===== src/rtl/imem_program_loader.sv =====
// imem_program_loader: streams a program into cpu instruction memory, holding the cpu in reset until it settles
module imem_program_loader #(
  parameter int unsigned DATA_W      = 32,
  parameter int unsigned ADDR_W      = 32,
  parameter int unsigned DEPTH       = 64,
  parameter int unsigned BASE_ADDR   = 0,
  parameter int unsigned RELEASE_DLY = 4
) (
  input  logic                       clk,
  input  logic                       rst,
  input  logic                       start,
  input  logic                       s_valid,
  input  logic [DATA_W-1:0]          s_data,
  input  logic                       s_last,
  output logic                       s_ready,
  output logic                       initialize,
  output logic [DATA_W-1:0]          instruction_initialize_data,
  output logic [ADDR_W-1:0]          instruction_initialize_address,
  output logic                       cpu_rst,
  output logic                       busy,
  output logic                       done,
  output logic                       error,
  output logic [$clog2(DEPTH+1)-1:0] word_count,
  output logic [DATA_W-1:0]          checksum
);
  localparam int unsigned CW    = $clog2(DEPTH+1);
  localparam int unsigned DLY_W = RELEASE_DLY > 1 ? $clog2(RELEASE_DLY) : 1;
  typedef enum logic [2:0] {IDLE, LOAD, SETTLE, RUN, ERROR} state_t;
  state_t              state_q;
  logic                init_q, cpu_rst_q, done_q, err_q, beat;
  logic [DATA_W-1:0]   data_q, sum_q, sum_d;
  logic [ADDR_W-1:0]   addr_q, addr_d;
  logic [CW-1:0]       count_q, count_d;
  logic [DLY_W-1:0]    dly_q;
  assign s_ready    = state_q == LOAD;
  assign busy       = state_q == LOAD || state_q == SETTLE;
  assign initialize = init_q;
  assign instruction_initialize_data    = data_q;
  assign instruction_initialize_address = addr_q;
  assign cpu_rst    = cpu_rst_q;
  assign done       = done_q;
  assign error      = err_q;
  assign word_count = count_q;
  assign checksum   = sum_q;
  always_comb begin
    beat    = s_valid & s_ready;
    addr_d  = ADDR_W'(BASE_ADDR) + ADDR_W'(count_q) * ADDR_W'(DATA_W / 8);
    count_d = count_q + CW'(1);
    sum_d   = sum_q + s_data;
  end
  always_ff @(posedge clk) begin
    if (rst) begin
      state_q   <= IDLE;
      init_q    <= 1'b0;
      cpu_rst_q <= 1'b1;
      done_q    <= 1'b0;
      err_q     <= 1'b0;
      data_q    <= '0;
      addr_q    <= '0;
      count_q   <= '0;
      sum_q     <= '0;
      dly_q     <= '0;
    end else begin
      init_q <= 1'b0;
      case (state_q)
        IDLE, RUN, ERROR: if (start) begin
          state_q   <= LOAD;
          cpu_rst_q <= 1'b1;
          done_q    <= 1'b0;
          err_q     <= 1'b0;
          count_q   <= '0;
          sum_q     <= '0;
        end
        LOAD: if (beat) begin
          init_q  <= 1'b1;
          data_q  <= s_data;
          addr_q  <= addr_d;
          count_q <= count_d;
          sum_q   <= sum_d;
          dly_q   <= '0;
          if (s_last) state_q <= SETTLE;
          else if (count_q == CW'(DEPTH - 1)) begin
            state_q <= ERROR;
            err_q   <= 1'b1;
          end
        end
        // the first SETTLE cycle is the one showing the final write
        SETTLE: if (dly_q == DLY_W'(RELEASE_DLY - 1)) begin
          state_q   <= RUN;
          cpu_rst_q <= 1'b0;
          done_q    <= 1'b1;
        end else dly_q <= dly_q + DLY_W'(1);
        default: ;
      endcase
    end
  end
endmodule


===== config.mk =====
export PLATFORM = sky130hd
export DESIGN_NAME = imem_program_loader
export DESIGN_NICKNAME = d
export VERILOG_FILES = /design/src/rtl/imem_program_loader.sv
export SDC_FILE = /design/constraint.sdc
export NUM_CORES = 1
export LEC_CHECK = 0
export CORE_MARGIN = 1.5
export CORE_UTILIZATION = 30
export CTS_BUF_LIST = sky130_fd_sc_hd__clkbuf_4
export DETAILED_ROUTE_END_ITERATION = 6
export SYNTH_ARGS = -nofsm -noshare
export SYNTH_HDL_FRONTEND = slang
export SYNTH_SLANG_ARGS = --single-unit

===== constraint.sdc =====
create_clock -name clk -period 3.11 [get_ports clk]
set_input_delay 0.4665 -clock clk [delete_from_list [all_inputs] [get_ports clk]]
set_output_delay 0.4665 -clock clk [all_outputs]
set_load 0.02 [all_outputs]

==> results, run 1 <==
- The run finished with clean final reports.
- The leakage power is about 2.6 nW.
- In the routed layout, each cell is associated on average with a via count of around 4.9.
- The worst register-to-register path begins at checksum[0]$_SDFFE_PP0P_.
- The number of global-route vias before repair is about 4600.
- STA classifies the critical path startpoint as a flip-flop.
- The clock-pin slew reported for the worst setup and hold paths after clock tree synthesis is 0.15 ns.
- Detailed placement ended at an HPWL of ~11000 um.
- approximately 150 I/O pins were placed.
- Counting flops with a built-in enable in the synthesized netlist gives 0.
- The floorplan step defined a core boundary enclosing roughly 17000 um2.
- The initial antenna violation count came to 1.
- For this design, the sink count on the clock tree is a little under 90.
- The DRC violation count after routing is 0.
- The hold buffer count at cts is 0.
- The startpoint identified for the worst hold timing path is rst.
- The post-synthesis average cell area is 7.83 um2.
- The critical path goes through and2b_1, nand2b_1, inv_2, or2_2, clkdlybuf4s50_1.
- The share of synthesized registers carrying an async set or reset is 0.
- The worst-path cell with the longest stage delay is clkdlybuf4s50_1.
- Max-cap violations in this run came to 0.
- The count of pins over their slew limit is 0.
- The signal arrival time at the worst endpoint is around 2.2 ns.
- Clock latency on the worst-skew pair, taken at its later pin, is ~0.48 ns.
- The highest net fanout along the worst path is 7.
- Counting distinct cell types in the post-synthesis netlist gives 68.
- The number of buffers inserted by post-CTS setup repair is 0.
- The post-layout minimum cycle time is 2.69 ns.
- The gate count after technology mapping is 655.
- The worst register-to-register path has a depth of 10.
- The final number of setup-violating endpoints is 0.
- The count of endpoints failing hold in the final timing report is 0.
- Setup repair after global routing left no endpoint under its margin.
- Summed over all layers, the global routing overflow is 0.
- The delay of the slowest cell on the worst path is between 0.5 and 0.6 ns.
- Buffers placed on the I/O ports in this run total between 100 and 150.
- The final sum of negative setup slack is 0 ns.
- The post-layout net count is between 800 and 900.
- The routed layout has around 4900 vias.
- Summing every instance area after synthesis gives slightly above 5000 um2.
- The maximum level of the CTS H-tree is 3.
- The filler cell count in the final layout is 1776.
- For hold timing, the worst endpoint is instruction_initialize_address[8]$_SDFFE_PP0P_.
- The cell class contributing the biggest share of worst-path delay is simple AND/OR/NAND/NOR gates.
- In the final layout, the share of cells above drive strength 1 is 0.0834.
- Compared with the post-synthesis result, the final layout area differs by 31.0%.
- The final critical-path share of the clock period is 0.865.
- The power density normalized to cell area is between 300 and 400 nW/um2.
- The fmax is between 0.3 and 0.4 GHz.
- In this run the clock root is driven by a clkbuf_4.
- The first routing iteration left between 300 and 400 violations.
- Clock skew on the completed layout was measured at between 0.03 and 0.04 ns.
- The post-route total power is 2.65 mW.
- In this run the deepest clock path goes through 2 buffers.
- The type of element capturing the critical path is a primary output.
- The synthesized flop and latch total is 87.
- Setup slack on the worst reg-to-reg path comes out at 0.61 ns.
- The routed length per placed instance is 14.4 um.
- For the pin with the worst max-slew slack, the measured transition is 0.557 ns.
- The die boundary width is around 130 um.
- The critical path in this run is classified as flip-flop to primary output.
- The worst vdd rail ir drop is 156 uV.
- The yosys synthesis warning count is 0.
- In the global route stage, overall resource usage came out at 0.162.
- The endpoint required time on the critical path is between 2 and 3 ns.
- The sequential cell area fraction in the yosys report is 0.340.
- For this configuration, the core starts out at a cell density of 0.308.
- Entering global routing, the biggest net connects 28 pins.
- The wire length of the first global-routing pass is about 23000 um.
- The die area is around 18000 um2.
- Before antenna repair, the detailed router went through 5 iterations.
- The count of buffer and inverter cells on the critical path is 2.
- The worst hold path was traced through 2 stages.
- Row generation in the floorplan step produced 47 rows.
- The worst reg2reg path endpoint is checksum[28]$_SDFFE_PP0P_.
- At the end of routability-driven placement, the weighted congestion stood at 0.825.
- The tightest min-delay check is of the input port to flip-flop type.
- Clock tree synthesis inserted a total of 9 buffers.
- The height of the die is ~130 um.
- Wires add up to between 10000 and 15000 um.
- The TritonCTS clock tree is yes.
- The relative slew slack is 0.628.
- The count of cells resized by post-cts repair is 0.
- In this run the remaining antenna-violating nets after routing total 0.
- The most used flip-flop cell after synthesis is dfxtp_1.
synth_stat cells (3+ instances only):
cell type	count	area (um2)
o21a_1	6	45.0
dfxtp_1	87	1740
a22oi_1	13	97.6
xnor2_1	12	105
or3_1	5	31.3
o21bai_1	6	45.0
xor2_1	12	105
clkbuf_1	19	71.3
o211ai_1	6	45.0
a211oi_1	6	45.0
o21ai_0	26	130
nand2b_1	9	56.3
o21ai_1	11	55.1
nor2_1	46	173
and3_1	5	31.3
a22o_1	3	26.3
a21o_1	14	105
nand4_1	9	56.3
nor3b_1	3	22.5
inv_1	18	67.6
a31oi_1	5	31.3
ha_1	33	413
nor3_1	9	45.0
a21oi_1	73	365
buf_4	25	188
buf_2	9	45.0
and4_1	3	26.3
nand2_1	122	458
nand3_1	11	55.1
through the flow:
| step | hold WS [ns] | instance area (um2) | util | std cells | setup slack (ns) |
|---|---|---|---|---|---|
| floorplan | 0.490 | 5220 | - | 679 | 0.617 |
| finish | 0.269 | 6720 | 0.404 | 1012 | 0.420 |
| detailed placement | 0.448 | 6610 | 0.397 | 995 | 0.0243 |
| global route | 0.264 | 6720 | 0.404 | 1012 | 0.292 |
| global placement | 0.441 | 6610 | 0.397 | 995 | 0.0410 |
| CTS | 0.241 | 6720 | 0.404 | 1011 | 0.377 |
how the worst max path moves through the flow:
stage / startpoint / endpoint / slack (ns) / cells past startpoint
6_report: state_q[2]$_SDFFE_PP0P_ / busy / 0.42 / 5
5_1_grt: state_q[2]$_SDFFE_PP0P_ / busy / 0.29 / 5
4_1_cts: state_q[2]$_SDFFE_PP0P_ / busy / 0.38 / 5
3_5_place_dp: s_data[0] / checksum[28]$_SDFFE_PP0P_ / 0.02 / 11
3_3_place_gp: s_data[7] / checksum[31]$_SDFFE_PP0P_ / 0.04 / 9
2_1_floorplan: checksum[0]$_SDFFE_PP0P_ / checksum[22]$_SDFFE_PP0P_ / 0.62 / 10
report_power, final:
| group | internal, mW | switching [mW] |
|---|---|---|
| Combinational | 0.350 | 0.492 |
| Clock | 0.170 | 0.424 |
| Sequential | 1.17 | 0.0432 |
registers in the layout (all words and copies together) (netlist names):
name	flops
done	1
instruction_initialize_address	7
instruction_initialize_data	32
state_q	3
checksum	32
cpu_rst	1
error	1
initialize	1
dly_q	2
word_count	7
cell usage in the layout, fill, tap and decap left out, drive strengths merged, types with 6 or more instances in the layout:
cell / Yosys / layout
inv: 20 / 21
nor3: 9 / 9
a21o: 14 / 14
xor2: 12 / 12
o211ai: 7 / 7
o21bai: 6 / 6
dfxtp: 87 / 87
ha: 33 / 33
conb: 1 / 25
nand2b: 9 / 9
xnor2: 12 / 12
nand4: 9 / 9
o21ai: 39 / 39
buf: 36 / 32
clkdlybuf4s50: 0 / 119
a22oi: 13 / 13
a21oi: 74 / 74
nor2: 46 / 46
nand2: 123 / 123
nand3: 11 / 11
o21a: 6 / 6
a211oi: 8 / 8
clkbuf: 19 / 10
area by class of cell:
type	instances	area, um2	area share
Multi-Input combinational cell	517	3090	0.459
Sequential cell	87	1740	0.259
Timing Repair Buffer	151	1430	0.213
Tap cell	220	275	0.0410
Clock buffer	10	75.1	0.0112
Inverter	20	75.1	0.0112
Clock inverter	6	35.0	0.00521
Antenna cell	1	2.50	0.000372
per-layer routing:
layer | part of all wire | vias to the layer above | global-route usage
met2 | 0.44 | 131 | 0.256
li1 | - | 2513 | -
met4 | 0.013 | 0 | 0.0507
met3 | 0.051 | 12 | 0.0361
met5 | 0 | - | 0
met1 | 0.49 | 2263 | 0.220
kinds of logic after synthesis:
kind of cell / Yosys count / synth area share
AOI/OAI and AO/OA: 197 / 0.247
xor gates and xnor gates: 24 / 0.0410
adders and majority gates: 34 / 0.0844
buffers and inverters: 75 / 0.0768
DFF: 87 / 0.340
muxes: 4 / 0.00927
other: 1 / 0.000731
and+or+nand+nor: 233 / 0.202
worst register-to-register path, delay by kind of cell (launching register included):
kind                       cells  cell delay, ns
AOI/OAI and AO/OA              4            0.92
adders and majority gates      2            0.55
buffers and inverters          1            0.06
DFF                            1            0.38
and+or+nand+nor                3            0.52
No activity file was read; power rests on OpenSTA's default activity.
==> inputs of run 2 (changes only) <==
--- a/config.mk
+++ b/config.mk
@@ -8,6 +8,7 @@
 export CORE_MARGIN = 1.5
 export CORE_UTILIZATION = 30
 export CTS_BUF_LIST = sky130_fd_sc_hd__clkbuf_4
+export CTS_CLUSTER_SIZE = 8
 export DETAILED_ROUTE_END_ITERATION = 6
 export SYNTH_ARGS = -nofsm -noshare
 export SYNTH_HDL_FRONTEND = slang
==> results of run 2 <==
The final DEF is identical to that of run 1; final timing and power are the same.
